--- src/rtl/maquina_pkg.sv ---
// Types shared by the vending-machine blocks: coin encoding, coin values
// and the change dispenser state set.
package maquina_pkg;

    typedef enum logic [1:0] {
        MONEDA_NONE = 2'b00,
        MONEDA_1    = 2'b01,
        MONEDA_2    = 2'b10,
        MONEDA_5    = 2'b11
    } moneda_t;

    typedef enum logic [2:0] {
        IDLE,
        SELECT,
        ISSUE,
        DONE,
        FAULT
    } disp_state_t;

    function automatic logic [3:0] valor_moneda(input moneda_t m);
        logic [3:0] v;
        v = 4'd0;
        case (m)
            MONEDA_1: v = 4'd1;
            MONEDA_2: v = 4'd2;
            MONEDA_5: v = 4'd5;
            default:  v = 4'd0;
        endcase
        return v;
    endfunction

endpackage

--- src/rtl/dispensador_cambio_coin_select.sv ---
// Greedy coin chooser: largest denomination that fits the remainder and
// still has stock, priority 5 > 2 > 1.
module coin_select
    import maquina_pkg::*;
(
    input  logic [3:0] remaining,
    input  logic [3:0] stock1,
    input  logic [3:0] stock2,
    input  logic [3:0] stock5,
    output logic       found,
    output logic [1:0] code
);

    always_comb begin
        found = 1'b0;
        code  = MONEDA_NONE;
        if (remaining >= 4'd5 && stock5 != 4'd0) begin
            found = 1'b1;
            code  = MONEDA_5;
        end else if (remaining >= 4'd2 && stock2 != 4'd0) begin
            found = 1'b1;
            code  = MONEDA_2;
        end else if (remaining >= 4'd1 && stock1 != 4'd0) begin
            found = 1'b1;
            code  = MONEDA_1;
        end
    end

endmodule

--- src/rtl/dispensador_cambio.sv ---
// Change dispenser: pays an amount out coin by coin to the hopper,
// tracking per-denomination stock and flagging shortfalls.
//
// state  | meaning
// IDLE   | waiting for a change request; refill accepted here only
// SELECT | pick next coin, or fault if nothing fits
// ISSUE  | coin presented to hopper until ack or timeout
// DONE   | one-cycle completion pulse
// FAULT  | shortfall/timeout, remainder held until clear_fault
module dispensador_cambio
    import maquina_pkg::*;
#(
    parameter logic [3:0] STOCK1      = 4'd8,
    parameter logic [3:0] STOCK2      = 4'd4,
    parameter logic [3:0] STOCK5      = 4'd2,
    parameter logic [7:0] ACK_TIMEOUT = 8'd15
) (
    input  logic       clk,
    input  logic       reset,
    input  logic       cambio_valid,
    input  logic [3:0] cambio,
    input  logic       coin_ack,
    input  logic       refill,
    input  logic       clear_fault,
    output logic       coin_valid,
    output logic [1:0] coin_out,
    output logic       busy,
    output logic       done,
    output logic       short_fault,
    output logic [3:0] pendiente,
    output logic [2:0] stock_empty
);

    disp_state_t state_q, state_d;
    moneda_t     coin_q, coin_d;
    logic [3:0]  rem_q, rem_d;
    logic [3:0]  pend_q, pend_d;
    logic [7:0]  tmo_q, tmo_d;
    logic [3:0]  stock1_q, stock1_d;
    logic [3:0]  stock2_q, stock2_d;
    logic [3:0]  stock5_q, stock5_d;
    logic        sel_found;
    logic [1:0]  sel_code;

    coin_select u_coin_select (
        .remaining (rem_q),
        .stock1    (stock1_q),
        .stock2    (stock2_q),
        .stock5    (stock5_q),
        .found     (sel_found),
        .code      (sel_code)
    );

    always_ff @(posedge clk) begin
        if (!reset) begin
            state_q  <= IDLE;
            coin_q   <= MONEDA_NONE;
            rem_q    <= 4'd0;
            pend_q   <= 4'd0;
            tmo_q    <= 8'd0;
            stock1_q <= STOCK1;
            stock2_q <= STOCK2;
            stock5_q <= STOCK5;
        end else begin
            state_q  <= state_d;
            coin_q   <= coin_d;
            rem_q    <= rem_d;
            pend_q   <= pend_d;
            tmo_q    <= tmo_d;
            stock1_q <= stock1_d;
            stock2_q <= stock2_d;
            stock5_q <= stock5_d;
        end
    end

    always_comb begin
        state_d  = state_q;
        coin_d   = coin_q;
        rem_d    = rem_q;
        pend_d   = pend_q;
        tmo_d    = tmo_q;
        stock1_d = stock1_q;
        stock2_d = stock2_q;
        stock5_d = stock5_q;
        case (state_q)
            IDLE: begin
                if (cambio_valid) begin
                    if (cambio == 4'd0) begin
                        state_d = DONE;
                    end else begin
                        rem_d   = cambio;
                        state_d = SELECT;
                    end
                end else if (refill) begin
                    stock1_d = STOCK1;
                    stock2_d = STOCK2;
                    stock5_d = STOCK5;
                end
            end
            SELECT: begin
                if (sel_found) begin
                    coin_d  = moneda_t'(sel_code);
                    tmo_d   = 8'd0;
                    state_d = ISSUE;
                end else begin
                    pend_d  = rem_q;
                    state_d = FAULT;
                end
            end
            ISSUE: begin
                // ack takes priority over a timeout expiring in the same cycle
                if (coin_ack) begin
                    rem_d = rem_q - valor_moneda(coin_q);
                    case (coin_q)
                        MONEDA_1: stock1_d = stock1_q - 4'd1;
                        MONEDA_2: stock2_d = stock2_q - 4'd1;
                        MONEDA_5: stock5_d = stock5_q - 4'd1;
                        default:  ;
                    endcase
                    coin_d  = MONEDA_NONE;
                    state_d = (rem_d == 4'd0) ? DONE : SELECT;
                end else if (tmo_q == ACK_TIMEOUT - 8'd1) begin
                    pend_d  = rem_q;
                    coin_d  = MONEDA_NONE;
                    state_d = FAULT;
                end else begin
                    tmo_d = tmo_q + 8'd1;
                end
            end
            DONE: begin
                state_d = IDLE;
            end
            FAULT: begin
                if (clear_fault) begin
                    pend_d  = 4'd0;
                    state_d = IDLE;
                end
            end
            default: begin
                state_d = IDLE;
            end
        endcase
    end

    assign coin_valid  = (state_q == ISSUE);
    assign coin_out    = coin_valid ? coin_q : MONEDA_NONE;
    assign busy        = (state_q != IDLE);
    assign done        = (state_q == DONE);
    assign short_fault = (state_q == FAULT);
    assign pendiente   = pend_q;
    assign stock_empty = {stock5_q == 4'd0, stock2_q == 4'd0, stock1_q == 4'd0};

endmodule

--- config.mk ---
export PLATFORM = sky130hd
export DESIGN_NAME = dispensador_cambio
export DESIGN_NICKNAME = d
export VERILOG_FILES = /design/src/rtl/maquina_pkg.sv /design/src/rtl/dispensador_cambio_coin_select.sv /design/src/rtl/dispensador_cambio.sv
export SDC_FILE = /design/constraint.sdc
export NUM_CORES = 1
export LEC_CHECK = 0
export CAP_MARGIN = 20
export CORE_ASPECT_RATIO = 0.9
export CORE_MARGIN = 4
export CORE_UTILIZATION = 30
export CTS_BUF_LIST = sky130_fd_sc_hd__clkbuf_16
export CTS_CLUSTER_SIZE = 8
export DETAILED_ROUTE_END_ITERATION = 8
export PLACE_DENSITY_LB_ADDON = 0.2
export SLEW_MARGIN = 20
export SYNTH_ARGS = -nofsm -noshare
export SYNTH_HDL_FRONTEND = slang
export SYNTH_SLANG_ARGS = --single-unit
--- constraint.sdc ---
create_clock -name clk -period 2.48 [get_ports clk]
set_input_delay 0.372 -clock clk [delete_from_list [all_inputs] [get_ports clk]]
set_output_delay 0.372 -clock clk [all_outputs]
set_load 0.02 [all_outputs]
==> summary.txt, run 1 <==
Run status
  • Status: finished, final reports clean

Floorplanning
  • IO Pins: 23
  • Starting Density: 31.7%
  • Core Area: 6320 sq um
  • Rows: 27
  • Die Height: 85.5 microns
  • DIE WIDTH: 94.2 microns
  • Die area: 8050 sq um

Yosys
  • Mapped Cells: 236
  • Yosys warning total: 0
  • Synth Area per Inst: 8.49 sq um
  • Register area share after synthesis: 33.0%
  • Post-Syn Area: 2000 sq um
  • FF+latch count, synth: 33
  • Most instantiated library cell after synthesis: dfxtp_1
  • Ranking of synthesized cells by area: dfxtp_1 33%, ha_1 6.2%, a21oi_1 4.7%
  • Area leader, netlist: dfxtp_1
  • EDFF count, synth: 0
  • Synthesized Nets: 257
  • Yosys top cell area share: 33.0%
  • Yosys cell types: 53
  • Post-synth top cells: 33 x dfxtp_1, 20 x nor2_1, 19 x a21oi_1, 18 x nand2_1, 15 x inv_1
  • Main synth FF type: dfxtp_1
  • FFs w/ async S/R, synth: 0%

Global routing
  • First-pass GRT wire length: 7960 microns
  • Largest net degree at the start of global routing: 16
  • Total GRT Usage: 12.3%
  • GRT overflow: 0
  • Vias in the first global route: 1589
  • Antenna violations before repair: 0

Clock tree
  • Clk slew on worst S/H paths: 0.06 ns
  • Cts repair resizes: 0
  • CTS Root Cell: clkbuf_16
  • Post-CTS setup buffer count: 0
  • Htree depth: 2
  • Total CTS buffers: 5
  • Clock sink count: 33
  • Hold Buf Count CTS: 0
  • Clock buffer depth: 2
  • Clock latency on the worst-skew pair: 0.28 ns
  • TritonCTS clock tree: yes

Route
  • WL final: 4830 microns
  • Routed via count: 1709
  • Met3 wire length: 208 microns
  • Via/cell ratio: 4.81
  • Initial DRC count: 75
  • Antenna-violating nets left: 0
  • Residual DRC: 0
  • Max layer used: met4
  • Drt wl/cell: 13.6 microns
  • Length of routed wiring on met1: 2680 microns
  • Drt pass-1 iters: 4
  • Metal2 WL: 1890 microns

Critical path
  • Kind of critical path: reg -> out
  • Worst Setup Start Kind: flop
  • WP data required: 2.11 ns
  • CP endpoint kind: output pin
  • Worst-path maximum fanout: 12
  • Crit path arrival time: 1.91 ns

Cells and area
  • Design area: 2510 sq um
  • Nets: 288
  • Inserted Diodes: 0
  • Final core occ: 39.7%
  • Area delta synth->final: 25.1%
  • Fillers: 643
  • Layout cells sized above 1: 10.8%

Timing
  • Final hold violations: 0
  • Final min period: 2.28 ns
  • Slew @ Worst Pin: 0.723 ns
  • Unrepaired setup endpoints after global routing: no
  • Final setup violation count: 0
  • Final period utilization: 91.8%
  • Slew headroom: 51.5%
  • Fmax: 439 MHz
  • Worst Skew: 0.00718 ns
  • Setup TNS: 0 ns
  • Max-slew violation count: 0

Power and ir drop
  • Clock share of power: 35.2%
  • VDD IR max: 310 uV
  • Power Density: 657 nW/um^2
  • Switch Pwr: 514 uW
  • Sequential share of power: 37.7%
  • Comb power frac: 27.1%
  • Pint: 1130 uW
  • Switching part of the total: 31.2%
  • Leak: 0.000950 uW

Place
  • Placed Area: 2360 sq um
  • IO Port Bufs: 22
  • DP HPWL: 3630 microns
  • Routability cong.: 0.766

Flow run
  • Max-cap violation count: 0

Hold path
  • Hold Crit Class: reg -> reg
[sequential cells by signal (all words and copies together) (netlist names)]
register,count
state_q,3
coin_q,2
tmo_q,8
pendiente,4
rem_q,4
stock5_q,4
stock2_q,4
stock1_q,4
[worst paths after layout]
| kind | start | cells after the start | end | slack, ns |
|---|---|---|---|---|
| setup / recovery | state_q[2] | 3 | coin_valid | 0.20 |
| hold / removal | pendiente[2] | 2 | pendiente[2] | 0.46 |
| setup reg to reg | stock2_q[0] | 9 | tmo_q[6] | 0.27 |
| hold reg to reg | pendiente[2] | 2 | pendiente[2] | 0.46 |
[stage by stage]
stage	std cells	power [uW]	setup slack [ns]	hold WS [ns]
global route	355	1740	0.144	0.480
finish	355	1650	0.202	0.463
floorplan	236	934	0.210	0.445
CTS	355	1660	0.0196	0.464
detailed placement	347	1070	0.181	0.449
global placement	347	1070	0.200	0.452
[per-layer routing]
metal,up-vias,track usage [%]
met4,0,3.81
met2,35,16.6
li1,909,-
met1,761,18.9
met5,-,0
met3,4,3.16
[logic make-up (layout without fill, tap and decap cells)]
kind of cell / Yosys count / after routing / synth area share (%)
and+or+nand+nor: 96 / 96 / 27.7
buffers and inverters: 25 / 57 / 5.68
adders and majority gates: 11 / 11 / 7.24
DFF: 33 / 33 / 33.0
xor gates and xnor gates: 8 / 8 / 3.50
AOI/OAI and AO/OA: 57 / 57 / 19.9
muxes: 6 / 6 / 3.00
[placed cells by master (no fill, tap or decap), drive strengths merged, types with 2 or more instances in the layout]
master	Yosys	final
nor4	7	7
a221oi	2	2
clkinv	0	3
inv	16	16
nor3b	4	4
and3	3	3
xor2	2	2
o211ai	4	4
or3	4	4
dlymetal6s2s	0	2
mux2i	6	6
o31ai	4	4
nand3	2	2
dfxtp	33	33
nand2b	10	10
xnor2	6	6
and2	6	6
o21a	3	3
nor3	7	7
o21ai	10	10
a21oi	19	19
clkbuf	3	5
buf	6	11
nand4	2	2
a221o	3	3
nand2	19	19
nor2	20	20
a211oi	3	3
a311oi	2	2
nand3b	3	3
ha	10	10
clkdlybuf4s50	0	20
or3b	3	3
[layout make-up]
| class | count | area (sq um) | share of cell area (%) |
|---|---|---|---|
| inverter | 16 | 62.6 | 2.50 |
| multi-input combinational | 178 | 1230 | 49.1 |
| timing repair buffer | 33 | 308 | 12.3 |
| clock buffer | 5 | 125 | 4.99 |
| tap | 87 | 109 | 4.34 |
| clock inverter | 3 | 12.5 | 0.499 |
| sequential | 33 | 661 | 26.3 |
[critical path: stages (launching register included)]
cell,delay (ns)
dfxtp_1,0.40
or3b_1,0.46
inv_4,0.15
clkdlybuf4s50_1,0.62
[power groups by stage]
stage / logic (uW) / registers [uW] / clock network, uW
detailed placement: 440 / 631 / 0
finish: 446 / 621 / 580
global placement: 442 / 631 / 0
CTS: 444 / 620 / 597
floorplan: 314 / 620 / 0
global route: 492 / 629 / 617
Power figures use the tool's default switching activity.
==> inputs of run 2 (changes only) <==
==> constraint.sdc (replaced) <==
create_clock -name clk -period 2.21 [get_ports clk]
set_input_delay 0.3315 -clock clk [delete_from_list [all_inputs] [get_ports clk]]
set_output_delay 0.3315 -clock clk [all_outputs]
set_load 0.02 [all_outputs]
==> run 2 against run 1 <==
  * Final cell count is 3.1% higher
  * Clock-buffer cell count did not move
  * Cell area up 4.1%
  * Combinational power grew 23%
  * Hold slack got worse by 0.0061 ns
  * Critical path depth is the same
  * Register-to-register slack worse by 0.07 ns
  * First-iteration DRC count up 53%
  * Utilization is 1.6 points higher
  * Total power grew 16%
  * Clock skew rose by 0.0023 ns
  * Global-route usage rose by 1.3 points
  * Critical path type unchanged
  * Critical endpoint is now short_fault
  * Largest cell class unchanged
==> summary.txt, run 2 (synthesis results as in run 1) <==
Cells and area
  • Largest Register: tmo_q (unchanged)
  • Commonest cells after routing, fill and taps aside: 32 x dfxtp_1, 23 x buf_4, 20 x nor2_1, 19 x a21oi_1, 18 x nand2_1 (was 33 x dfxtp_1, 20 x nor2_1, 20 x clkdlybuf4s50_1, 19 x a21oi_1, 18 x nand2_1)
  • Commonest non-fill, non-tap cell in the layout: dfxtp_1 (unchanged)
  • Max FFs per register: 8 (unchanged)
  • Fillers: 648 (was 643)
  • Area delta synth->final: 30.3% (was 25.1%)
  • Inserted Diodes: 0 (unchanged)
  • Nets: 300 (was 288)
  • Area of the multi-input gates: 1250 sq um (was 1230 sq um)
  • FF+latch area: 662 sq um (was 661 sq um)
  • Layout cells sized above 1: 16.5% (was 10.8%)

Floorplanning
  • DIE WIDTH: 94.2 microns (unchanged)
  • Die area: 8050 sq um (unchanged)
  • Starting Density: 31.7% (unchanged)
  • Core Area: 6320 sq um (unchanged)
  • Rows: 27 (unchanged)
  • Die Height: 85.5 microns (unchanged)
  • IO Pins: 23 (unchanged)

Critical path
  • Reg-to-reg critical path startpoint: stock2_q[0] (unchanged)
  • Reg2Reg Depth: 8 (was 9)
  • CP endpoint kind: output pin (unchanged)
  • Crit path cell chain: buf_4 > nor3b_1 > clkdlybuf4s50_1 (was or3b_1 > inv_4 > clkdlybuf4s50_1)
  • Kind of critical path: reg -> out (unchanged)
  • Worst path max stage delay: 0.67 ns (was 0.62 ns)
  • Slowest cell on crit path: clkdlybuf4s50_1 (unchanged)
  • CP startpoint: state_q[2] (unchanged)
  • Worst flop-to-flop path endpoint: tmo_q[6] (unchanged)
  • WP data required: 1.88 ns (was 2.11 ns)
  • Crit path arrival time: 1.69 ns (was 1.91 ns)
  • Worst reg-to-reg setup slack: 0.20 ns (was 0.27 ns)
  • Worst Setup Start Kind: flop (unchanged)
  • Worst-path maximum fanout: 8 (was 12)
  • Setup crit end: short_fault (was coin_valid)

Clock tree
  • Total CTS buffers: 5 (unchanged)
  • Clk slew on worst S/H paths: 0.06 ns (about the same)
  • Hold Buf Count CTS: 0 (unchanged)
  • TritonCTS clock tree: yes (unchanged)
  • Post-CTS setup buffer count: 0 (unchanged)
  • CTS Root Cell: clkbuf_16 (unchanged)
  • Clock latency on the worst-skew pair: 0.28 ns (about the same)
  • Clock buffer depth: 2 (unchanged)
  • Htree depth: 2 (unchanged)
  • Clock sink count: 33 (unchanged)

Global routing
  • Total GRT Usage: 13.6% (was 12.3%)
  • Vias in the first global route: 1751 (was 1589)
  • GRT overflow: 0 (unchanged)
  • First-pass GRT wire length: 8620 microns (was 7960 microns)
  • Largest net degree at the start of global routing: 16 (unchanged)
  • Antenna violations before repair: 0 (unchanged)

Hold path
  • Hold Crit Class: reg -> reg (unchanged)

Place
  • Routability cong.: 0.824 (was 0.766)
  • IO Port Bufs: 22 (unchanged)
  • DP HPWL: 3990 microns (was 3630 microns)

Route
  • Routed via count: 1836 (was 1709)
  • Antenna-violating nets left: 0 (unchanged)
  • Drt wl/cell: 14.2 microns (was 13.6 microns)
  • Initial DRC count: 115 (was 75)
  • Residual DRC: 0 (unchanged)
  • WL final: 5210 microns (was 4830 microns)
  • Via/cell ratio: 5.02 (was 4.81)
  • Drt pass-1 iters: 4 (unchanged)

Timing
  • Hold_ws: 0.457 ns (was 0.463 ns)
  • Setup TNS: 0 ns (unchanged)
  • Max-slew violation count: 0 (unchanged)
  • Final hold violations: 0 (unchanged)
  • Fmax: 494 MHz
  • Final min period: 2.02 ns
  • Slew @ Worst Pin: 0.498 ns (was 0.723 ns)
  • Final period utilization: 91.6%
  • Slew headroom: 66.5% (was 51.5%)
  • Unrepaired setup endpoints after global routing: no (unchanged)
  • Worst Skew: 0.00952 ns (was 0.00718 ns)
  • Final setup violation count: 0 (unchanged)

Flow run
  • Max-cap violation count: 0 (unchanged)

Power and ir drop
  • Leak: 0.00102 uW (was 0.000950 uW)
  • VDD IR max: 291 uV (was 310 uV)
  • Power Density: 729 nW/um^2 (was 657 nW/um^2)

Run status
  • Status: finished, final reports clean (unchanged)
==> run 2: routing by layer <==
metal / track usage, % / up-vias / wire [microns]
met4: 3.15 / 0 / 39
met1: 19.7 / 860 / 2720
met2: 20.7 / 37 / 2220
met5: 0 / - / 0
met3: 2.81 / 4 / 225
li1: - / 935 / -
==> run 2: area by class of cell <==
| cell class | count | area share (%) |
|---|---|---|
| repair buffers | 45 | 14.9 |
| well taps | 87 | 4.17 |
| inverters | 16 | 2.40 |
| multi-input cells | 178 | 47.9 |
| flip-flops and latches | 33 | 25.3 |
| clock inverters | 2 | 0.431 |
| clock buffers | 5 | 4.79 |
==> run 2: worst max-delay path, delay by kind of cell (launching register included) <==
family / cells / cell delay, ns
flops: 1 / 0.32
simple gates: 1 / 0.27
buf+inv: 2 / 0.82
==> run 2: repair_timing <==
action	CTS	global route
resized for setup	5	3
endpoints found under the setup margin	4	2
endpoints found under the hold margin	0	0
gates cloned	0	0
==> run 2: worst min-delay path by stage <==
stage / from / endpoint / slack [ns] / depth (start not counted)
after global routing: pendiente[3] / pendiente[3] / 0.48 / 2
after CTS: pendiente[0] / pendiente[0] / 0.46 / 2
final: pendiente[0] / pendiente[0] / 0.46 / 2
after floorplan: tmo_q[3] / tmo_q[3] / 0.44 / 1
after detailed placement: pendiente[0] / pendiente[0] / 0.45 / 2
after global placement: pendiente[1] / pendiente[1] / 0.45 / 2
==> run 2: metrics by stage <==
stage,instances,area [sq um],setup WS (ns),power [uW],util (%)
after floorplan,236,2020,0.222,1050,-
after global placement,359,2470,0.0356,1240,39.1
after detailed placement,359,2470,0.0112,1250,39.1
after CTS,366,2600,0.0299,1910,41.2
after global routing,366,2610,0.0464,2010,41.3
final,366,2610,0.185,1900,41.3
==> run 2: power breakdown <==
| part | switching, uW | internal, uW | leakage (uW) | total, uW |
|---|---|---|---|---|
| Combinational | 297 | 252 | 0.000686 | 549 |
| Sequential | 50.2 | 640 | 0.000269 | 690 |
| Clock | 259 | 407 | 0.0000633 | 666 |
| Total | 607 | 1300 | 0.00102 | 1900 |
==> inputs of run 3 (changes only) <==
--- a/config.mk
+++ b/config.mk
@@ -10,7 +10,7 @@
 export CORE_MARGIN = 4
 export CORE_UTILIZATION = 30
 export CTS_BUF_LIST = sky130_fd_sc_hd__clkbuf_16
-export CTS_CLUSTER_SIZE = 8
+export CTS_CLUSTER_SIZE = 16
 export DETAILED_ROUTE_END_ITERATION = 8
 export PLACE_DENSITY_LB_ADDON = 0.2
 export SLEW_MARGIN = 20
==> constraint.sdc (replaced) <==
create_clock -name clk -period 2.37 [get_ports clk]
set_input_delay 0.3555 -clock clk [delete_from_list [all_inputs] [get_ports clk]]
set_output_delay 0.3555 -clock clk [all_outputs]
set_load 0.02 [all_outputs]
==> run 3 against run 2 <==
  * Cell area decreased by 1.8%
  * Clock-buffer cell count stayed put
  * Largest cell class unchanged
  * Final cell count shrank 0.82%
  * Critical endpoint is now coin_out[1]
==> summary.txt, run 3 (synthesis results as in run 1) <==
Global routing
  • GRT overflow: 0 (unchanged)
  • Vias in the first global route: 1643 (was 1751)
  • Total GRT Usage: 13.2% (was 13.6%)
  • Largest net degree at the start of global routing: 15 (was 16)
  • First-pass GRT wire length: 8290 microns (was 8620 microns)
  • Antenna violations before repair: 0 (unchanged)

Cells and area
  • Nets: 297 (was 300)
  • Design area: 2560 sq um (was 2610 sq um)
  • Area delta synth->final: 28.0% (was 30.3%)
  • Inserted Diodes: 0 (unchanged)
  • Commonest cells after routing, fill and taps aside: 33 x dfxtp_1, 22 x clkdlybuf4s50_1, 20 x nor2_1, 20 x buf_4, 19 x a21oi_1 (was 32 x dfxtp_1, 23 x buf_4, 20 x nor2_1, 19 x a21oi_1, 18 x nand2_1)
  • Largest Register: tmo_q (unchanged)
  • Max FFs per register: 8 (unchanged)
  • Commonest non-fill, non-tap cell in the layout: dfxtp_1 (unchanged)
  • Layout cells sized above 1: 13.4% (was 16.5%)
  • Final core occ: 40.6% (was 41.3%)

Critical path
  • WP data required: 2.01 ns (was 1.88 ns)
  • Kind of critical path: reg -> out (unchanged)
  • Worst Setup Start Kind: flop (unchanged)
  • CP endpoint kind: output pin (unchanged)
  • Worst-path maximum fanout: 12 (was 8)
  • Crit path arrival time: 1.94 ns (was 1.69 ns)
  • Worst flop-to-flop path endpoint: tmo_q[6] (unchanged)
  • CP startpoint: state_q[2] (unchanged)
  • Reg-to-reg critical path startpoint: stock5_q[0] (was stock2_q[0])
  • Reg2Reg Depth: 7 (was 8)
  • Setup crit end: coin_out[1] (was short_fault)
  • Worst reg-to-reg setup slack: 0.37 ns (was 0.20 ns)

Route
  • Residual DRC: 0 (unchanged)
  • Routed via count: 1791 (was 1836)
  • Via/cell ratio: 4.93 (was 5.02)
  • Antenna-violating nets left: 0 (unchanged)
  • Drt pass-1 iters: 4 (unchanged)
  • Initial DRC count: 77 (was 115)
  • WL final: 5050 microns (was 5210 microns)
  • Drt wl/cell: 13.9 microns (was 14.2 microns)

Place
  • Placed Area: 2430 sq um (was 2470 sq um)
  • Routability cong.: 0.804 (was 0.824)
  • IO Port Bufs: 22 (unchanged)
  • DP HPWL: 3890 microns (was 3990 microns)

Timing
  • Final min period: 2.30 ns
  • Fmax: 435 MHz
  • Slew @ Worst Pin: 0.478 ns (was 0.498 ns)
  • Final period utilization: 96.9%
  • Hold_ws: 0.458 ns (was 0.457 ns)
  • Max-slew violation count: 0 (unchanged)
  • Unrepaired setup endpoints after global routing: no (unchanged)
  • Setup TNS: 0 ns (unchanged)
  • Slew headroom: 67.8% (was 66.5%)
  • Final hold violations: 0 (unchanged)
  • Final setup violation count: 0 (unchanged)
  • Worst Skew: 0.00367 ns (was 0.00952 ns)

Clock tree
  • Clock buffer depth: 2 (unchanged)
  • Total CTS buffers: 5 (unchanged)
  • Clock latency on the worst-skew pair: 0.28 ns (about the same)
  • Htree depth: 2 (unchanged)
  • TritonCTS clock tree: yes (unchanged)
  • Hold Buf Count CTS: 0 (unchanged)
  • CTS Root Cell: clkbuf_16 (unchanged)
  • Cts repair resizes: 0 (was 5)
  • Post-CTS setup buffer count: 0 (unchanged)
  • Clock sink count: 33 (unchanged)
  • Clk slew on worst S/H paths: 0.05 ns (was 0.06 ns)

Power and ir drop
  • Switching part of the total: 30.9% (was 31.8%)
  • Pint: 1200 uW (was 1300 uW)
  • VDD IR max: 318 uV (was 291 uV)
  • Switch Pwr: 535 uW (was 607 uW)
  • Power Density: 674 nW/um^2 (was 729 nW/um^2)
  • Clock share of power: 34.6% (was 34.9%)
  • Sequential share of power: 37.1% (was 36.2%)
  • Leak: 0.000958 uW (was 0.00102 uW)
  • Comb power frac: 28.3% (was 28.8%)

Run status
  • Status: finished, final reports clean (unchanged)

Floorplanning
  • DIE WIDTH: 94.2 microns (unchanged)
  • Die area: 8050 sq um (unchanged)
  • Rows: 27 (unchanged)
  • Starting Density: 31.7% (unchanged)
  • Core Area: 6320 sq um (unchanged)
  • Die Height: 85.5 microns (unchanged)
  • IO Pins: 23 (unchanged)

Hold path
  • Hold Crit Class: reg -> reg (unchanged)

Flow run
  • Max-cap violation count: 0 (unchanged)
run 3: cell count changes in the layout (fill, tap and decap cells not counted), moves of 3 or more:
cell / before / now
buf_4: 23 / 20
clkdlybuf4s50_1: 17 / 22
dlygate4sd2_1: 4 / 0
nor3b_1: 1 / 4
nor3b_2: 3 / 0
run 3: layer usage:
metal,routed length (microns),track usage (%),up-vias
li1,-,-,925
met1,2630,19.4,829
met2,2140,19.0,35
met3,249,3.86,2
met4,23,2.76,0
met5,0,0,-
run 3: worst min path at each step:
stage,endpoint,from,depth (start not counted),slack (ns)
2_1_floorplan,tmo_q[3],tmo_q[3],1,0.44
3_3_place_gp,pendiente[1],pendiente[1],2,0.45
3_5_place_dp,pendiente[0],pendiente[0],2,0.45
4_1_cts,pendiente[2],pendiente[2],2,0.46
5_1_grt,pendiente[3],pendiente[3],2,0.48
6_report,pendiente[0],pendiente[0],2,0.46
run 3: cell type report:
cell class	instances	area, sq um
clock buffers	5	125
clock inverters	2	7.51
fillers	677	3750
inverters	16	62.6
multi-input cells	178	1230
flip-flops and latches	33	661
well taps	87	109
repair buffers	42	370
run 3: power by group through the flow:
stage,clock (uW),combinational [uW],sequential [uW]
floorplan,0,329,648
global placement,0,488,654
detailed placement,0,488,653
CTS,613,492,642
global route,650,544,648
finish,598,490,642
run 3: per-stage QoR:
stage	setup WS (ns)	cells	power (uW)
after global routing	0.0119	363	1840
final	0.0733	363	1730
after CTS	0.0428	363	1750
after floorplan	0.100	236	977
after global placement	0.124	356	1140
after detailed placement	0.0644	356	1140
run 3: worst max-delay path: stages (launching register included):
cell and delay [ns]:
dfxtp_1 0.30, or3b_1 0.43, inv_4 0.15, and2_1 0.18, clkdlybuf4s50_1 0.61
